[src/rtl/cnn_pkg.sv]
// Shared definitions for the CNN window-fetch path: image geometry defaults,
// scheduler state encoding and the 3x3 tap offset helper.
package cnn_pkg;

  localparam int unsigned IMG_W_DEF = 32'd28;
  localparam int unsigned IMG_H_DEF = 32'd28;
  localparam int unsigned K_DEF     = 32'd3;

  typedef enum logic [1:0] {
    WAIT  = 2'd0,
    FETCH = 2'd1,
    ADV   = 2'd2,
    DONE  = 2'd3
  } sched_state_t;

  // Distance from the window's bottom-right anchor back to tap t (row-major).
  function automatic int unsigned tap_off(input int unsigned t,
                                          input int unsigned img_w,
                                          input int unsigned k);
    int unsigned r;
    int unsigned c;
    r = t / k;
    c = t % k;
    return (k - 32'd1 - r) * img_w + (k - 32'd1 - c);
  endfunction

endpackage

[src/rtl/cnn_anchor_cnt.sv]
// Window position bookkeeping: anchor (bottom-right pixel address), column
// within the current window row, and completed-window count.
module cnn_anchor_cnt
  import cnn_pkg::*;
#(
  parameter int unsigned IMG_W = IMG_W_DEF,
  parameter int unsigned IMG_H = IMG_H_DEF,
  parameter int unsigned K     = K_DEF,
  parameter int unsigned AW    = 32'd10
) (
  input  logic          clk,
  input  logic          rst,
  input  logic          clr,
  input  logic          adv,
  output logic [AW-1:0] anchor,
  output logic [9:0]    win_cnt,
  output logic          last_win
);

  localparam int unsigned COLS    = IMG_W - K + 32'd1;
  localparam int unsigned ROWS    = IMG_H - K + 32'd1;
  localparam int unsigned NWIN    = COLS * ROWS;
  localparam int unsigned CW      = $clog2(IMG_W);
  localparam logic [AW-1:0] ANCHOR0 = AW'((K - 32'd1) * IMG_W + (K - 32'd1));
  localparam logic [CW-1:0] COL_LAST = CW'(COLS - 32'd1);
  localparam logic [9:0]    WIN_LAST = 10'(NWIN - 32'd1);

  logic [AW-1:0] anchor_q;
  logic [CW-1:0] col_q;
  logic [9:0]    win_cnt_q;

  // Advance the anchor one pixel, or skip the K-1 edge columns on row wrap;
  // the final window keeps its anchor so it never leaves the image.
  always_ff @(posedge clk) begin
    if (rst || clr) begin
      anchor_q  <= ANCHOR0;
      col_q     <= {CW{1'b0}};
      win_cnt_q <= 10'd0;
    end else if (adv) begin
      win_cnt_q <= win_cnt_q + 10'd1;
      if (!last_win) begin
        if (col_q == COL_LAST) begin
          col_q    <= {CW{1'b0}};
          anchor_q <= anchor_q + AW'(K);
        end else begin
          col_q    <= col_q + CW'(1);
          anchor_q <= anchor_q + AW'(1);
        end
      end
    end
  end

  assign anchor   = anchor_q;
  assign win_cnt  = win_cnt_q;
  assign last_win = (win_cnt_q == WIN_LAST);

endmodule

[src/rtl/cnn_win_sched.sv]
// Window-fetch scheduler: waits for each window's last pixel to be written and
// the core to be idle, then streams the nine taps out of the 1-cycle image RAM.
module cnn_win_sched
  import cnn_pkg::*;
#(
  parameter int unsigned IMG_W = IMG_W_DEF,
  parameter int unsigned IMG_H = IMG_H_DEF,
  parameter int unsigned K     = K_DEF,
  parameter int unsigned AW    = 32'd10
) (
  input  logic          clk,
  input  logic          rst,
  input  logic          frame_clr,
  input  logic [AW-1:0] wr_addr,
  input  logic          core_bsy,
  output logic          ram_rd,
  output logic [AW-1:0] ram_addr,
  output logic          tap_vld,
  output logic [3:0]    tap_idx,
  output logic          win_strt,
  output logic          win_last,
  output logic          frame_done,
  output logic [9:0]    win_cnt
);

  localparam logic [3:0] LAST_TAP = 4'(K * K - 32'd1);

  sched_state_t  state_q;
  logic [3:0]    tap_q;
  logic          tap_vld_q;
  logic [3:0]    tap_idx_q;
  logic          win_strt_q;
  logic          win_last_q;
  logic          frame_done_q;

  logic [AW-1:0] anchor_s;
  logic          last_win_s;
  logic          fetch_s;
  logic          start_s;
  logic          adv_s;
  logic [AW-1:0] rd_addr_s;

  cnn_anchor_cnt #(
    .IMG_W (IMG_W),
    .IMG_H (IMG_H),
    .K     (K),
    .AW    (AW)
  ) u_anchor (
    .clk      (clk),
    .rst      (rst),
    .clr      (frame_clr),
    .adv      (adv_s),
    .anchor   (anchor_s),
    .win_cnt  (win_cnt),
    .last_win (last_win_s)
  );

  // Start decision uses the live core_bsy, so a same-cycle busy blocks it.
  always_comb begin
    fetch_s   = (state_q == FETCH);
    adv_s     = (state_q == ADV);
    start_s   = (state_q == WAIT) && (anchor_s < wr_addr) && !core_bsy;
    rd_addr_s = anchor_s - AW'(tap_off(32'(tap_q), IMG_W, K));
    if (fetch_s) begin
      ram_rd   = 1'b1;
      ram_addr = rd_addr_s;
    end else begin
      ram_rd   = 1'b0;
      ram_addr = {AW{1'b0}};
    end
  end

  // Scheduler FSM plus the tap marker pipeline aligned to RAM read data.
  always_ff @(posedge clk) begin
    if (rst) begin
      state_q      <= WAIT;
      tap_q        <= 4'd0;
      tap_vld_q    <= 1'b0;
      tap_idx_q    <= 4'd0;
      win_strt_q   <= 1'b0;
      win_last_q   <= 1'b0;
      frame_done_q <= 1'b0;
    end else begin
      tap_vld_q    <= fetch_s && !frame_clr;
      tap_idx_q    <= fetch_s ? tap_q : 4'd0;
      win_strt_q   <= fetch_s && (tap_q == 4'd0) && !frame_clr;
      win_last_q   <= fetch_s && (tap_q == LAST_TAP) && !frame_clr;
      frame_done_q <= adv_s && last_win_s && !frame_clr;
      if (frame_clr) begin
        state_q <= WAIT;
        tap_q   <= 4'd0;
      end else begin
        case (state_q)
          WAIT: begin
            if (start_s) begin
              state_q <= FETCH;
              tap_q   <= 4'd0;
            end
          end
          FETCH: begin
            if (tap_q == LAST_TAP) begin
              state_q <= ADV;
              tap_q   <= 4'd0;
            end else begin
              tap_q <= tap_q + 4'd1;
            end
          end
          ADV: begin
            state_q <= last_win_s ? DONE : WAIT;
          end
          DONE: begin
            state_q <= DONE;
          end
          default: begin
            state_q <= WAIT;
            tap_q   <= 4'd0;
          end
        endcase
      end
    end
  end

  assign tap_vld    = tap_vld_q;
  assign tap_idx    = tap_idx_q;
  assign win_strt   = win_strt_q;
  assign win_last   = win_last_q;
  assign frame_done = frame_done_q;

endmodule
[config.mk]
export PLATFORM = sky130hd
export DESIGN_NAME = cnn_win_sched
export DESIGN_NICKNAME = d
export VERILOG_FILES = /design/src/rtl/cnn_pkg.sv /design/src/rtl/cnn_anchor_cnt.sv /design/src/rtl/cnn_win_sched.sv
export SDC_FILE = /design/constraint.sdc
export NUM_CORES = 1
export LEC_CHECK = 0
export ABC_AREA = 1
export BUFFER_PORTS_ARGS = -buffer_cell sky130_fd_sc_hd__buf_2
export CORE_ASPECT_RATIO = 1.4
export CORE_MARGIN = 5
export CORE_UTILIZATION = 64
export DETAILED_ROUTE_END_ITERATION = 12
export PLACE_DENSITY = 0.95
export SYNTH_ARGS = -nofsm -noshare
export SYNTH_HDL_FRONTEND = slang
export SYNTH_SLANG_ARGS = --single-unit
[constraint.sdc]
create_clock -name clk -period 11.31 [get_ports clk]
set_input_delay 0.5655 -clock clk [delete_from_list [all_inputs] [get_ports clk]]
set_output_delay 0.5655 -clock clk [all_outputs]
set_load 0.02 [all_outputs]
# Word-level counts from Yosys, hierarchy flattened
# Index checks and enable logic that the tools add are counted.
dict set report totals {
  reg_bits 39
  wordCells 64
  out_inout_bits 29
}
dict set report classes {
  n_mul 1
  n_addsub 9
  eq_ne 8
  n_mux 11
  n_bitwise 2
  order_cmp 1
  n_reduce_logical 20
  div 2
}
# operator count
set ops {}
lappend ops {{$div 4x2->32 const B} 1}
lappend ops {{$mod 4x2->32 const B} 1}
lappend ops {{$mul 32x3->8 const B} 1}
lappend ops {{$sub 2x32->32 const A} 1}
lappend ops {{$add 10x1->10 const B} 2}
lappend ops {{$mux 10} 2}
lappend ops {{$add 10x10->10} 1}
lappend ops {{$add 10x2->10 const B} 1}
lappend ops {{$eq 10x10->1 const B} 1}
lappend ops {{$lt 10x10->1} 1}
lappend ops {{$sub 10x10->10} 1}
lappend ops {{$sub 2x10->10 const A} 1}
lappend ops {{$logic_and 1x1->1} 9}
lappend ops {{$mux 4} 2}
lappend ops {{$pmux 2 s4} 1}
lappend ops {{$pmux 4 s2} 1}
lappend ops {{$mux 2} 3}
lappend ops {{$reduce_and 2->1} 3}
lappend ops {{$add 5x1->5 const B} 1}
lappend ops {{$eq 5x5->1 const B} 1}
lappend ops {{$mux 5} 1}
lappend ops {{$add 4x1->4 const B} 1}
lappend ops {{$eq 2x2->1 const B} 2}
lappend ops {{$eq 4x4->1 const B} 1}
lappend ops {{11 further kinds} 14}

# Logic depth before layout (Yosys ltp)
dict set report depth {
  ltp_word 6
  ltp_mapped 35
  depth_no_buf 32
}

# By module
# From an unflattened synthesis, not the netlist that was laid out.
dict set report unflattened {
  cells_unflattened 527
  hier_area_um2 3677.3
}
# module n_inst seq_area_each_um2 cells_each area_each_um2
set by_module_without_submodules {}
lappend by_module_without_submodules {cnn_win_sched 1 280.3 329 2294.7}
lappend by_module_without_submodules {cnn_anchor_cnt 1 500.5 198 1382.6}

# Worst setup path after synthesis
# OpenSTA, ideal clock, no wires.
dict set report synth_timing {
  kind {flip-flop to output port}
  startpoint {register tap_q[2]}
  endpoint {output port ram_addr[8]}
  stages_incl_launch_ff 33
  t_arrival_ns 5.813
  path_slack_ns 4.932
  path_cell_list {dfxtp_1 buf_6 clkbuf_1 ha_1 nand2_1 nand3_2 nand3_2 buf_6 inv_2 nand2_1 nand2_1 inv_1 ha_1 nor2_1 nand3b_2 buf_6 ha_1 inv_1 ha_1 fa_1 inv_1 fa_1 inv_1 ha_1 fa_1 inv_1 ha_1 nand2_1 a21boi_0 nor2_1 nor2_1 nor3_1 nor3_1}
}
dict set report synth_between {
  elab_chain_len 6
}
# element line_no
set synth_rtl {}
lappend synth_rtl {{start, declared} cnn_win_sched.sv:29} ;# logic [3:0] tap_q;
lappend synth_rtl {{start signal, assigned} cnn_win_sched.sv:105} ;# tap_q <= tap_q + 4'd1;
lappend synth_rtl {{$div 4x2->32} cnn_pkg.sv:22} ;# r = t / k;
lappend synth_rtl {{$sub 2x32->32} cnn_pkg.sv:24} ;# return (k - 32'd1 - r) * img_w + (k - 32'd1 - c);
lappend synth_rtl {{$mul 32x3->8} cnn_pkg.sv:24}
lappend synth_rtl {{$add 10x10->10 *} cnn_pkg.sv:24}
lappend synth_rtl {{$sub 10x10->10 *} cnn_win_sched.sv:63} ;# rd_addr_s = anchor_s - AW'(tap_off(32'(tap_q), IMG_W, K));
lappend synth_rtl {{$mux 10 *} cnn_win_sched.sv:64} ;# if (fetch_s) begin
lappend synth_rtl {{end, declared} cnn_win_sched.sv:17} ;# output logic [AW-1:0] ram_addr,
# Mark *: on every way between the ends. The rest lies on a longest branch, timed or not.

# Worst setup path in the final report
dict set report layout_timing {
  startpoint {register tap_q[2]}
  endpoint {output port ram_addr[9]}
}
# Same word-level chain as after synthesis.

==> results by group <==
Status
  – Status: finished, final reports clean

Timing
  – RSZ-0062 raised after global routing: no
  – Fin Hold WS: roughly 0.46 ns
  – Final Hold Violating Endpoints: 0
  – Setup violators final: 0
  – Slew headroom: a little under two thirds
  – Final setup skew: 0.0102 ns
  – Period minus WS final: around 7.2 ns
  – Setup_tns: 0 ns
  – Tcrit/Tclk final: between 60% and 70%
  – Max Slew Vio Count: 0
  – Worst slew pin tran: about 0.54 ns
  – Achievable frequency: approximately 140 MHz

Pwr
  – Sw frac: a little over a fifth
  – Share of power burned in registers: 46.9%
  – Leak Pwr: 1.91 nW
  – Internal power: approximately 0.23 mW
  – VDD IR max: between 0.0001 and 0.00015 V
  – Clock share of power: between 40% and 50%
  – P_sw: 0.0627 mW
  – PD cells: slightly below 80 mW/mm²
  – Combinational power share: ~6%

Critical path
  – Critical Path AT: 6.61 ns
  – CP max FO: 15
  – Slowest cell on crit path: dfxtp_1
  – Worst path bufs/invs: 7
  – Crit start category: flip-flop
  – CP most frequent cell: ha_1
  – Req. time, crit path: between 10 and 15 ns
  – WS Path Type: reg -> out
  – Slowest stage delay, CP: 0.54 ns
  – Crit. End Element: primary output
  – Cell family with most CP delay: adder cells

Yosys
  – Proportion of synthesized area in mux cells: 0%
  – Share of flip-flops with an asynchronous set or reset: 0%
  – Post-synthesis compound-gate area fraction: between 10% and 20%
  – Cells after Synth: approximately 470
  – Sequential element share of the synthesized area: between 20% and 30%
  – Largest family of logic cells by synthesized area: adder cells
  – EDFF count, synth: 0
  – Synthesized cell area: approximately 0.0034 mm²
  – Simple logic cell fraction of the synthesized area: between 20% and 30%
  – XOR/XNOR Fraction of Synth Area: approximately 3.6%
  – Synth Net Count: roughly 550
  – Avg Cell Area, Syn: 7.21 µm²
  – Post-synth cell types: 37
  – Warnings from Yosys: 0
  – Post-synthesis adder-cell area fraction: between 20% and 30%
  – FF+latch count, synth: 39
  – Ys flop type: dfxtp_1

Min path
  – Worst hold path class: in -> reg

Final layout
  – Diodes inserted: 0
  – Register Area: 781 µm²
  – Share of cells above drive strength 1: around an eighth
  – Final instance area: approximately 0.0038 mm²
  – Filler cell count: approximately 400
  – Area Growth Syn to Fin: 11.2%
  – Footprint of the multi-input gates: roughly 0.0022 mm²
  – Final nets: between 500 and 600

Job
  – Max-cap viol count: 0

Floorplan
  – Top Ports: 43
  – Site Rows: 31
  – Initial Util: about 66%
  – Die width: between 70 and 80 µm
  – Full die area: 0.00692 mm²
  – Core area: just over 0.005 mm²
  – DIE HEIGHT: roughly 96 µm

Global route
  – First-pass GRT wire length: between 10000 and 15000 µm
  – Initial antenna violation count: 0
  – Pin count of the biggest net entering global routing: 22
  – Vias in the first global route: between 3000 and 4000
  – Total track usage: between 20% and 30%
  – GRT Residual Overflow: 0

Detailed routing
  – Post-route antenna net violation count: 0
  – Wire per inst: 13.9 µm
  – Detailed Route WL: 8090 µm
  – Total number of vias: around 3300
  – DR iter-0 viols: 134
  – Avg Vias per Cell: around 5.6
  – # DRC: 0
  – Pre-Repair DR Iteration Count: 5

Clock tree
  – CTS tree: done
  – H-tree levels: 2
  – Number of CTS-inserted buffers: 5
  – Clock Pin Slew Worst Setup and Hold Paths: 0.08 ns
  – Post-CTS Setup Bufs: 0
  – CTS root buf: clkbuf_8
  – Buffer levels on the longest clock path: 2
  – Clock latency on the worst-skew pair: around 0.30 ns
  – Clock sinks: 39
  – # resized after CTS: 0
  – Hold Buf Count CTS: 0

Placement
  – DP HPWL: between 6000 and 7000 µm
  – Gp weighted congestion: 0.928
  – PortBufs: 42
  – Placed Area: between 0.003 and 0.004 mm²
[power by group through the flow]
stage	Sequential [mW]	Clock, mW	Combinational, mW
after floorplan	0.142	0	0.0103
after global placement	0.141	0	0.0159
after detailed placement	0.141	0	0.0168
after CTS	0.138	0.139	0.0172
after global routing	0.138	0.147	0.0199
final	0.138	0.139	0.0173
[cell type report]
| cell class | count | share of cell area [%] |
|---|---|---|
| Sequential cell | 39 | 20.5 |
| Clock buffer | 6 | 1.91 |
| Inverter | 101 | 10.0 |
| Multi-Input combinational cell | 327 | 58.0 |
| Tap cell | 66 | 2.17 |
| Timing Repair Buffer | 43 | 5.73 |
| Clock inverter | 2 | 1.58 |
[kinds of logic (layout without fill, tap and decap cells)]
logic type	after synthesis	count (layout)
xor+xnor	14	14
buf+inv	108	152
fa+ha+maj	59	59
simple gates	175	175
compound gates	79	79
flops	39	39
[layout by cell type (no fill, tap or decap), types with 13 or more instances in the layout]
master	Yosys	routed
ha_1	48	48
nand2_1	67	67
nor3_1	13	13
buf_2	0	42
dfxtp_1	39	39
a21oi_1	36	36
nor2_1	46	46
nand3_1	22	22
o21ai_0	21	21
inv_1	98	98
[state kept, by name, summed over array words and instances, names as in the netlist]
name and cells:
u_anchor.win_cnt 10, state_q 2, tap_idx 4, frame_done 1
win_last 1, win_strt 1, tap_q 4, u_anchor.col_q 5
u_anchor.anchor 10, tap_vld 1
[final timing paths]
path         depth (start not counted)                                to                             start  slack [ns]
max                                 31                       ram_addr[9]             tap_q[2]$_SDFFE_PP0P_        4.14
min                                  2                tap_vld$_SDFF_PP0_                         frame_clr        0.46
max reg2reg                         11   u_anchor.anchor[7]$_SDFFE_PP0P_    u_anchor.col_q[1]$_SDFFE_PP0P_        9.14
min reg2reg                          2  u_anchor.win_cnt[1]$_SDFFE_PP0P_  u_anchor.win_cnt[1]$_SDFFE_PP0P_        0.51
[synth_stat cells, drive strengths merged, types with 3 or more instances]
master	instances	area, µm²
a21o	3	22.5
a21oi	36	180
buf	3	33.8
clkbuf	4	15.0
dfxtp	39	781
fa	11	220
ha	48	601
inv	101	382
nand2	71	277
nand3	27	160
nand3b	4	33.8
nand4	6	37.5
nor2	48	190
nor3	13	65.1
o21a	4	30.0
o21ai	24	131
o31ai	3	22.5
xnor2	5	43.8
xor2	9	78.8
[metrics by stage]
stage / setup WS [ns] / total power [mW] / util [%] / std cells
6_report: 4.14 / 0.295 / 73.1 / 584
5_1_grt: 3.59 / 0.305 / 73.1 / 584
4_1_cts: 4.17 / 0.294 / 73.1 / 584
3_5_place_dp: 4.49 / 0.158 / 70.6 / 576
3_3_place_gp: 4.74 / 0.157 / 70.6 / 576
2_1_floorplan: 4.93 / 0.152 / - / 474
[routing by layer]
metal | wire length (µm) | share of wire, % | GRT usage [%] | vias to the layer above
met4 | 383 | 4.7 | 16.1 | 0
met3 | 352 | 4.3 | 4.76 | 40
met5 | 0 | 0 | 0 | -
li1 | - | - | - | 1612
met2 | 4390 | 54 | 48.2 | 109
met1 | 2970 | 37 | 23.8 | 1492
Power figures use the tool's default switching activity.
